### config.mk
export PLATFORM = sky130hd
export DESIGN_NAME = axi_burst
export DESIGN_NICKNAME = d
export VERILOG_FILES = /design/src/rtl/axi_pkg.sv /design/src/rtl/axi_burst.sv
export SDC_FILE = /design/constraint.sdc
export NUM_CORES = 1
export LEC_CHECK = 0
export ABC_AREA = 1
export CORE_UTILIZATION = 28
export DETAILED_ROUTE_END_ITERATION = 8
export GPL_TIMING_DRIVEN = 0
export MAX_ROUTING_LAYER = met4
export PLACE_DENSITY_LB_ADDON = 0.25
export SYNTH_ARGS = -nofsm -noshare
export SYNTH_HDL_FRONTEND = slang
export SYNTH_SLANG_ARGS = --single-unit
### constraint.sdc
create_clock -name i_clock -period 2.5 [get_ports i_clock]
set_input_delay 0.625 -clock i_clock [delete_from_list [all_inputs] [get_ports i_clock]]
set_output_delay 0.625 -clock i_clock [all_outputs]
set_load 0.005 [all_outputs]
### src/rtl/axi_pkg.sv
// Shared AXI4 definitions: bridge FSM states, burst/response encodings, field helpers.
package axi_pkg;

    typedef enum logic [1:0] {
        IDLE  = 2'd0,
        READ  = 2'd1,
        WRITE = 2'd2
    } state_t;

    localparam logic [1:0] BURST_INCR  = 2'b01;

    localparam logic [1:0] RESP_OKAY   = 2'b00;
    localparam logic [1:0] RESP_EXOKAY = 2'b01;
    localparam logic [1:0] RESP_SLVERR = 2'b10;
    localparam logic [1:0] RESP_DECERR = 2'b11;

    // AxSIZE encoding for a beat of data_w bits.
    function automatic logic [2:0] size_of(input int unsigned data_w);
        case (data_w)
            8:       return 3'd0;
            16:      return 3'd1;
            32:      return 3'd2;
            64:      return 3'd3;
            128:     return 3'd4;
            256:     return 3'd5;
            512:     return 3'd6;
            default: return 3'd7;
        endcase
    endfunction

    // SLVERR and DECERR both report as an error; OKAY/EXOKAY do not.
    function automatic logic resp_is_err(input logic [1:0] resp);
        logic r_is_err;
        unique case (resp)
            RESP_OKAY, RESP_EXOKAY:   r_is_err = 1'b0;
            RESP_SLVERR, RESP_DECERR: r_is_err = 1'b1;
            default:                  r_is_err = 1'b0;
        endcase
        return r_is_err;
    endfunction

endpackage

### src/rtl/axi_burst.sv
// Native-to-AXI4 master bridge: each accepted request becomes one INCR burst.
module axi_burst
    import axi_pkg::*;
#(
    parameter int unsigned ADDR_W = 32,
    parameter int unsigned DATA_W = 32,
    parameter int unsigned LEN_W  = 4
) (
    input  logic                  i_clock,
    input  logic                  i_reset,
    input  logic                  i_req_valid,
    output logic                  o_req_ready,
    input  logic                  i_req_write,
    input  logic                  i_req_instr,
    input  logic [ADDR_W-1:0]     i_req_addr,
    input  logic [LEN_W-1:0]      i_req_len,
    input  logic                  i_wr_valid,
    output logic                  o_wr_ready,
    input  logic [DATA_W-1:0]     i_wr_data,
    input  logic [DATA_W/8-1:0]   i_wr_strb,
    output logic                  o_rd_valid,
    output logic [DATA_W-1:0]     o_rd_data,
    output logic                  o_rd_last,
    output logic                  o_done,
    output logic                  o_err,
    output logic                  o_m_axi_awvalid,
    input  logic                  i_m_axi_awready,
    output logic [ADDR_W-1:0]     o_m_axi_awaddr,
    output logic [7:0]            o_m_axi_awlen,
    output logic [2:0]            o_m_axi_awsize,
    output logic [1:0]            o_m_axi_awburst,
    output logic                  o_m_axi_awlock,
    output logic [3:0]            o_m_axi_awcache,
    output logic [2:0]            o_m_axi_awprot,
    output logic [3:0]            o_m_axi_awqos,
    output logic                  o_m_axi_wvalid,
    input  logic                  i_m_axi_wready,
    output logic [DATA_W-1:0]     o_m_axi_wdata,
    output logic [DATA_W/8-1:0]   o_m_axi_wstrb,
    output logic                  o_m_axi_wlast,
    input  logic                  i_m_axi_bvalid,
    output logic                  o_m_axi_bready,
    input  logic [1:0]            i_m_axi_bresp,
    output logic                  o_m_axi_arvalid,
    input  logic                  i_m_axi_arready,
    output logic [ADDR_W-1:0]     o_m_axi_araddr,
    output logic [7:0]            o_m_axi_arlen,
    output logic [2:0]            o_m_axi_arsize,
    output logic [1:0]            o_m_axi_arburst,
    output logic                  o_m_axi_arlock,
    output logic [3:0]            o_m_axi_arcache,
    output logic [2:0]            o_m_axi_arprot,
    output logic [3:0]            o_m_axi_arqos,
    input  logic                  i_m_axi_rvalid,
    output logic                  o_m_axi_rready,
    input  logic [DATA_W-1:0]     i_m_axi_rdata,
    input  logic [1:0]            i_m_axi_rresp,
    input  logic                  i_m_axi_rlast
);

    localparam int unsigned NB = DATA_W / 8;

    state_t              r_state,    w_state;
    logic                r_req_ready, w_req_ready;
    logic [ADDR_W-1:0]   r_addr,     w_addr;
    logic [LEN_W-1:0]    r_len,      w_len;
    logic [2:0]          r_prot,     w_prot;
    logic [2:0]          r_size,     w_size;
    logic [1:0]          r_burst,    w_burst;
    logic                r_arvalid,  w_arvalid;
    logic                r_rready,   w_rready;
    logic                r_awvalid,  w_awvalid;
    logic                r_bready,   w_bready;
    logic                r_wvalid,   w_wvalid;
    logic [DATA_W-1:0]   r_wdata,    w_wdata;
    logic [NB-1:0]       r_wstrb,    w_wstrb;
    logic                r_wlast,    w_wlast;
    logic                r_w_done,   w_w_done;
    logic [LEN_W:0]      r_cnt,      w_cnt;
    logic                r_rd_valid, w_rd_valid;
    logic [DATA_W-1:0]   r_rd_data,  w_rd_data;
    logic                r_rd_last,  w_rd_last;
    logic                r_done,     w_done;
    logic                r_err,      w_err;

    logic w_req_hs, w_ar_hs, w_r_hs, w_aw_hs, w_w_hs, w_b_hs, w_wr_hs;
    logic w_beats_left, w_wr_ready;

    assign w_req_hs     = i_req_valid & r_req_ready;
    assign w_ar_hs      = r_arvalid & i_m_axi_arready;
    assign w_r_hs       = i_m_axi_rvalid & r_rready;
    assign w_aw_hs      = r_awvalid & i_m_axi_awready;
    assign w_w_hs       = r_wvalid & i_m_axi_wready;
    assign w_b_hs       = i_m_axi_bvalid & r_bready;
    // Counter is one bit wider than len so it saturates at len+1 instead of wrapping.
    assign w_beats_left = (r_cnt <= {1'b0, r_len});
    assign w_wr_ready   = (r_state == WRITE) & w_beats_left & (~r_wvalid | i_m_axi_wready);
    assign w_wr_hs      = i_wr_valid & w_wr_ready;

    // Next-state and next-output computation for the whole bridge.
    always_comb begin
        w_state     = r_state;
        w_req_ready = r_req_ready;
        w_addr      = r_addr;
        w_len       = r_len;
        w_prot      = r_prot;
        w_size      = r_size;
        w_burst     = r_burst;
        w_arvalid   = r_arvalid;
        w_rready    = r_rready;
        w_awvalid   = r_awvalid;
        w_bready    = r_bready;
        w_wvalid    = r_wvalid;
        w_wdata     = r_wdata;
        w_wstrb     = r_wstrb;
        w_wlast     = r_wlast;
        w_w_done    = r_w_done;
        w_cnt       = r_cnt;
        w_rd_valid  = 1'b0;
        w_rd_data   = r_rd_data;
        w_rd_last   = 1'b0;
        w_done      = 1'b0;
        w_err       = r_err;

        unique case (r_state)
            IDLE: begin
                if (w_req_hs) begin
                    w_addr      = i_req_addr & ~ADDR_W'(NB - 1);
                    w_len       = i_req_len;
                    w_prot      = {i_req_instr, 2'b00};
                    w_size      = size_of(DATA_W);
                    w_burst     = BURST_INCR;
                    w_err       = 1'b0;
                    w_cnt       = '0;
                    w_w_done    = 1'b0;
                    w_wlast     = 1'b0;
                    w_req_ready = 1'b0;
                    if (i_req_write) begin
                        w_state   = WRITE;
                        w_awvalid = 1'b1;
                    end else begin
                        w_state   = READ;
                        w_arvalid = 1'b1;
                        w_rready  = 1'b1;
                    end
                end
            end
            READ: begin
                if (w_ar_hs) w_arvalid = 1'b0;
                if (w_r_hs) begin
                    w_rd_valid = 1'b1;
                    w_rd_data  = i_m_axi_rdata;
                    w_rd_last  = i_m_axi_rlast;
                    w_err      = r_err | resp_is_err(i_m_axi_rresp);
                    if (i_m_axi_rlast) begin
                        w_state     = IDLE;
                        w_rready    = 1'b0;
                        w_done      = 1'b1;
                        w_req_ready = 1'b1;
                    end
                end
            end
            WRITE: begin
                if (w_aw_hs) w_awvalid = 1'b0;
                if (w_w_hs) w_wvalid = 1'b0;
                if (w_w_hs && r_wlast) w_w_done = 1'b1;
                if (w_wr_hs) begin
                    w_wvalid = 1'b1;
                    w_wdata  = i_wr_data;
                    w_wstrb  = i_wr_strb;
                    w_wlast  = (r_cnt[LEN_W-1:0] == r_len);
                    w_cnt    = r_cnt + 1'b1;
                end
                if (w_b_hs) begin
                    w_state     = IDLE;
                    w_bready    = 1'b0;
                    w_done      = 1'b1;
                    w_err       = resp_is_err(i_m_axi_bresp);
                    w_req_ready = 1'b1;
                end else begin
                    // B is only opened once AW is accepted and the last W beat has gone out.
                    w_bready = (~r_awvalid | w_aw_hs) & (r_w_done | (w_w_hs & r_wlast));
                end
            end
            default: w_state = IDLE;
        endcase
    end

    // State and output registers with synchronous active-low reset.
    always_ff @(posedge i_clock) begin
        if (!i_reset) begin
            r_state     <= IDLE;
            r_req_ready <= 1'b1;
            r_addr      <= '0;
            r_len       <= '0;
            r_prot      <= '0;
            r_size      <= '0;
            r_burst     <= '0;
            r_arvalid   <= 1'b0;
            r_rready    <= 1'b0;
            r_awvalid   <= 1'b0;
            r_bready    <= 1'b0;
            r_wvalid    <= 1'b0;
            r_wdata     <= '0;
            r_wstrb     <= '0;
            r_wlast     <= 1'b0;
            r_w_done    <= 1'b0;
            r_cnt       <= '0;
            r_rd_valid  <= 1'b0;
            r_rd_data   <= '0;
            r_rd_last   <= 1'b0;
            r_done      <= 1'b0;
            r_err       <= 1'b0;
        end else begin
            r_state     <= w_state;
            r_req_ready <= w_req_ready;
            r_addr      <= w_addr;
            r_len       <= w_len;
            r_prot      <= w_prot;
            r_size      <= w_size;
            r_burst     <= w_burst;
            r_arvalid   <= w_arvalid;
            r_rready    <= w_rready;
            r_awvalid   <= w_awvalid;
            r_bready    <= w_bready;
            r_wvalid    <= w_wvalid;
            r_wdata     <= w_wdata;
            r_wstrb     <= w_wstrb;
            r_wlast     <= w_wlast;
            r_w_done    <= w_w_done;
            r_cnt       <= w_cnt;
            r_rd_valid  <= w_rd_valid;
            r_rd_data   <= w_rd_data;
            r_rd_last   <= w_rd_last;
            r_done      <= w_done;
            r_err       <= w_err;
        end
    end

    assign o_req_ready     = r_req_ready;
    assign o_wr_ready      = w_wr_ready;
    assign o_rd_valid      = r_rd_valid;
    assign o_rd_data       = r_rd_data;
    assign o_rd_last       = r_rd_last;
    assign o_done          = r_done;
    assign o_err           = r_err;

    assign o_m_axi_awvalid = r_awvalid;
    assign o_m_axi_awaddr  = r_addr;
    assign o_m_axi_awlen   = 8'(r_len);
    assign o_m_axi_awsize  = r_size;
    assign o_m_axi_awburst = r_burst;
    assign o_m_axi_awlock  = 1'b0;
    assign o_m_axi_awcache = 4'd0;
    assign o_m_axi_awprot  = r_prot;
    assign o_m_axi_awqos   = 4'd0;

    assign o_m_axi_wvalid  = r_wvalid;
    assign o_m_axi_wdata   = r_wdata;
    assign o_m_axi_wstrb   = r_wstrb;
    assign o_m_axi_wlast   = r_wlast;
    assign o_m_axi_bready  = r_bready;

    assign o_m_axi_arvalid = r_arvalid;
    assign o_m_axi_araddr  = r_addr;
    assign o_m_axi_arlen   = 8'(r_len);
    assign o_m_axi_arsize  = r_size;
    assign o_m_axi_arburst = r_burst;
    assign o_m_axi_arlock  = 1'b0;
    assign o_m_axi_arcache = 4'd0;
    assign o_m_axi_arprot  = r_prot;
    assign o_m_axi_arqos   = 4'd0;
    assign o_m_axi_rready  = r_rready;

endmodule

# [Word-level counts from Yosys, hierarchy flattened]
# Cells that the tools add are included.
[op_classes] n_addsub=1 n_eq_ne=19 reduce_logical=26 order_cmp=1 bitwise=17 n_mux=44
[op_table] cell="$mux 1" n=25
[op_table] cell="$ne 2x2->1 const B" n=9
[op_table] cell="$pmux 1 s2" n=8
[op_table] cell="$reduce_and 4->1" n=4
[op_table] cell="$and 1x1->1" n=11
[op_table] cell="$eq 2x2->1 const B" n=5
[op_table] cell="$mux 2" n=5
[op_table] cell="$mux 5" n=2
[op_table] cell="$pmux 5 s2" n=1
[op_table] cell="$reduce_and 2->1" n=5
[op_table] cell="$reduce_and 5->1" n=2
[op_table] cell="$reduce_and 3->1" n=3
[op_table] cell="$reduce_or 2->1" n=4
[op_table] cell="$eq 2x1->1 const B" n=3
[op_table] cell="$logic_not 2->1" n=3
[op_table] cell="$pmux 1 s3" n=2
[op_table] cell="$pmux 2 s3" n=1
[op_table] cell="$reduce_bool 2->1" n=3
[op_table] cell="$add 5x1->5 const B" n=1
[op_table] cell="$le 5x4->1" n=1
[op_table] cell="$eq 4x4->1" n=1
[op_table] cell="$or 1x1->1" n=4
[op_table] cell="$reduce_bool 3->1" n=1
[op_table] cell="$ne 2x1->1 const B" n=1
[op_table] cell="2 further kinds" n=3
[word_totals] out_inout_bits=194 ff_bits=123

# [Depth between registers and ports, before layout]
[logic_depth] depth_word=8 ltp_mapped=14

# [Worst setup path before layout]
# OpenSTA, ideal clock, no wires.
[synth_path] kind="reg-to-output" from="reg r_len[2]" to="out o_wr_ready" stages_incl_launch_ff=9 arrival_time_ns=1.320 t_required_ns=1.875 setup_slack_ns=0.555 path_buffers=1 cell_sequence="dfxtp_1 -> inv_1 -> ha_1 -> a21oi_1 -> nand2_1 -> nand2_1 -> nand2_2 -> a21oi_4 -> buf_2"
[synth_via] elab_chain_cells=3
[synth_lines] item="start: declaration" line="axi_burst.sv:66" text="logic [LEN_W-1:0] r_len, w_len;"
[synth_lines] item="start signal: assignment" line="axi_burst.sv:218" text="r_len <= w_len;"
[synth_lines] item="$le 5x4->1" line="axi_burst.sv:96" text="assign w_beats_left = (r_cnt <= {1'b0, r_len});"
[synth_lines] item="$and 1x1->1 (2 in series)" line="axi_burst.sv:97" text="assign w_wr_ready = (r_state == WRITE) & w_beats_left & (~r_wvalid | i_m_axi_wready);"
[synth_lines] item="end: declaration" line="axi_burst.sv:18" text="output logic o_wr_ready,"
# Every way passes these cells.

# [Worst setup path in the final report]
[layout_path] from="reg r_len[3]" to="out o_wr_ready"
# Same word-level chain as after synthesis.

==> impl.org <==
** Clock network
- Longest Clk Path Bufs :: 2
- Insertion delay of the later-clocked pin in the worst-skew pair :: approximately 0.41 ns
- Clock tree synthesis selected as its root buffer the cell sky130_fd_sc_hd__clkbuf_16.
- CTS Buf Count :: 17
- TritonCTS built the clock tree.
- Number of clock sinks :: 123
- CTS Hold Bufs :: 0
- Clk pin slew, worst setup/hold paths :: roughly 0.06 ns
- The H-tree was split into 4 levels.

** Global route
- Met3 Track Usage GR :: about 4.9%
- Entering global routing, the biggest net connects 17 pins.
- The first global-routing pass estimated ~27 mm of wire.
- The via count of the first global-routing pass came to ~5,000.
- GR Util All Layers :: 17.5%
- Peak-usage layer in the global routing report :: met2
- For this run the aggregate overflow at the end of global routing stands at 0.
- For this run, global-route usage on met2 was measured as 28.2%.
- Met1 track demand over resource in global routing :: a little over a fifth
- Number of antenna violations at the first check in global routing :: 1

** Setup path
- Capture point of the worst reg-to-reg path :: o_m_axi_wdata[5]
- The startpoint identified for the worst register-to-register timing path is r_len[3].
- Cell-by-cell trace of the critical path :: inv_1 > ha_1 > nand4_1 > a21oi_4 > buf_2
- Critical path data required time :: approximately 1.9 ns
- The largest individual stage delay along the critical path comes from the cell sky130_fd_sc_hd__dfxtp_2.
- In this design, the stage delay of the slowest critical-path cell is roughly 0.35 ns.
- Worst EP arrival :: approximately 1.7 ns
- R2R setup slack :: approximately 0.59 ns
- Among cell families on the critical path, the largest total delay comes from flip-flops.
- Critical-path maximum fanout :: 3
- The critical path contains buffers and inverters numbering 2 combined.
- The worst setup path is launched from a flip-flop.
- Endpoint class of the critical path :: output port
- The worst setup path is of the reg2out kind.
- Worst Reg2Reg Path Length in Cells :: 10

** Power
- Net switching is ~32% of the power.
- The analysis attributes to cell leakage a power of 3.72 nW.
- Power per Cell Area :: around 890 nW/um^2
- Sequential share of power :: 30.5%
- The analysis attributes to net switching a power of around 2.7 mW.
- Design internal power :: around 5.7 mW
- Of the total power, the clock network draws between 20% and 30%.
- VDD sags by at most about 0.49 mV.
- Of the total power, combinational logic draws between 40% and 50%.

** Floorplan
- The floorplan has 51 rows.
- I/O pin cnt :: roughly 310
- The die covers ~21,000 um^2.
- Horiz. Die Dim :: about 140 um
- Initial Util :: around 29%
- In this run the standard cell core region covers about 20,000 um^2.
- Die Height :: around 140 um

** Drt
- After detailed routing, the total wire length is around 18 mm.
- The detailed router placed 5,513 vias in this run.
- Antenna Violating Nets Remaining :: 0
- The first detailed-routing pass took 4 iterations.
- First DRT Iteration DRCs :: roughly 190
- After detailed routing, the average wire length per cell comes to roughly 13 um.
- Via count normalized by instance count :: about 4.2
- For this run, design rule violations remaining after detail routing come to 0.

** Hold path
- Along the worst hold path, the cell count comes to 2.
- Worst Hold Path EP :: o_rd_data[26]
- The worst hold path begins at o_rd_data[26].
- Hold crit path type :: reg2reg

** Placement
- After legalization and detailed placement, the total HPWL measured roughly 13 mm.
- Gp weighted congestion :: about 0.8
- Post-Place Cell Area :: ~8800 um^2
- Once placement completed, the tool counted placed cells totaling about 1,300.
- At the placement stage, the worst setup path has a slack of -0.453 ns.
- In this run the tool buffered the top-level ports with 269 buffer cells.

** Cells and area
- Leaving out fill and tap cells, the most frequent cell in the layout is sky130_fd_sc_hd__clkdlybuf4s50_1.
- The post-route netlist has about a fifth of its cells at a drive strength greater than 1.
- Commonest cells after routing, fill and taps aside :: sky130_fd_sc_hd__clkdlybuf4s50_1 (267), sky130_fd_sc_hd__dfxtp_1 (117), sky130_fd_sc_hd__nand2_1 (101)
- Leaving out filler cells and counting taps, the final layout contains roughly 1,300.
- Footprint of the multi-input gates :: approximately 2400 um^2
- Once layout is done, the placed cells without fillers occupy around 9500 um^2.
- Fill cells in the final layout number 1,959.
- In the final layout, flip-flops and latches occupy approximately 2500 um^2.
- Nets :: 1,157
- Compared with the post-synthesis result, the final layout area differs by 68.5%.

** STA
- Top achievable clock speed :: 0.436 GHz
- For the final database, setup skew stands at 0.0172 ns.
- In the post-route analysis, the smallest setup slack over all paths is roughly 0.21 ns.
- Final setup violation count :: 0
- Unrepaired setup endpoints after global routing :: no
- Min cycle time layout :: approximately 2.3 ns
- Slew margin rel. :: between 50% and 60%
- The worst path uses between 90% and 100% of the clock period.
- At the pin with the least slew margin, the transition time is about 0.71 ns.
- The number of endpoints with negative hold slack in the final report was 0.
- The final count of pins violating max slew came to 0.

** Synth
- Syn Inst Count :: ~690
- Sequential elements use 43.9% of the synthesized area.
- For this run, the number of Yosys warnings is 0.
- Synthesis instantiated 34 different standard cells from the library.
- The cell area that synthesis handed to floorplanning was roughly 5600 um^2.
- A synthesized cell averages roughly 8 um^2.
- After synthesis the netlist holds a flip-flop and latch count of 123.

** Job
- Across the run, the number of max-cap violations was 0.

** Run status
- The flow ran to the end, and the final reports show no timing, DRC or antenna violations.
==> flip-flops by register name (all words and copies together), names as in the netlist, 2 cells and up <==
register / count
r_cnt: 5
o_rd_data: 32
o_m_axi_wstrb: 4
o_m_axi_wdata: 32
r_len: 4
o_m_axi_araddr: 30
r_state: 2
==> area by class of cell <==
class                           instances  area share, %
Inverter                               28           1.16
Timing Repair Buffer                  277           29.0
Multi-Input combinational cell        461           25.2
Antenna cell                            1         0.0264
Clock buffer                           26           5.59
Sequential cell                       123           26.1
Clock inverter                          6          0.608
Buffer                                120           8.70
Tap cell                              265           3.50
==> per-stage QoR <==
stage               util (%)  power [mW]  setup TNS, ns  hold WS (ns)
finish                  48.3        8.41              0         0.457
global route            48.3        8.99              0         0.473
CTS                     48.3        8.55              0         0.462
detailed placement      44.8        5.94         -0.453         0.453
global placement        44.8        5.92         -0.438         0.447
floorplan                  -        4.35              0         0.438
==> cells by family after synthesis <==
family                   after synthesis  synth area share, %
AO/OA/AOI/OAI                        138                 14.1
XOR/XNOR                               1                0.156
adder cells (fa/ha/maj)                9                 2.01
buffers and inverters                149                 16.7
flip-flops                           123                 43.9
other                                  1               0.0668
AND/OR/NAND/NOR                      273                 23.1
==> worst min-delay path, delay by kind of cell (launching register included) <==
family / cells / cell delay [ns]
flip-flops: 1 / 0.31
AND/OR/NAND/NOR: 1 / 0.06
AO/OA/AOI/OAI: 1 / 0.05
==> per-layer routing <==
layer / share of wire (%) / up-vias
met5: 0 / -
li1: - / 2833
met4: 1.7 / 0
met1: 43 / 2507
met2: 49 / 158
met3: 5.8 / 15
==> how the worst max path moves through the flow <==
stage / cells after the start / start / slack (ns) / end
2_1_floorplan: 8 / r_len[2] / 0.55 / o_wr_ready
3_3_place_gp: 7 / i_m_axi_wready / -0.44 / o_wr_ready
3_5_place_dp: 7 / i_m_axi_wready / -0.45 / o_wr_ready
4_1_cts: 8 / r_cnt[1] / 0.005 / o_wr_ready
5_1_grt: 8 / r_len[2] / 0.09 / o_wr_ready
6_report: 5 / r_len[3] / 0.21 / o_wr_ready
==> cells in the mapped netlist, drive strengths merged <==
| cell type | number | area share (%) |
|---|---|---|
| nand3 | 83 | 9.3 |
| clkbuf | 23 | 1.5 |
| o22ai | 1 | 0.11 |
| o311a | 1 | 0.18 |
| ha | 9 | 2.0 |
| buf | 98 | 13 |
| o21a | 1 | 0.13 |
| inv | 27 | 1.9 |
| a21oi | 88 | 9.4 |
| a211oi | 1 | 0.13 |
| conb | 1 | 0.067 |
| nor2 | 81 | 5.8 |
| dfxtp | 123 | 44 |
| nand4 | 3 | 0.45 |
| nor3 | 2 | 0.38 |
| clkinv | 1 | 0.067 |
| a21boi | 1 | 0.13 |
| xor2 | 1 | 0.16 |
| o21ai | 45 | 4.0 |
| nand2 | 104 | 7.2 |
==> timing repair <==
action	in CTS	in global routing
setup endpoints to repair	1	1
gates resized for setup	16	3
pin swaps	4	2
setup buffers	7	1
==> power by group through the flow <==
stage	clock (mW)	sequential (mW)	combinational, mW
detailed placement	0	2.60	3.34
finish	2.39	2.57	3.45
CTS	2.48	2.57	3.50
global placement	0	2.59	3.32
floorplan	0	2.56	1.79
global route	2.55	2.61	3.83
(Power assumes the default switching activity.)
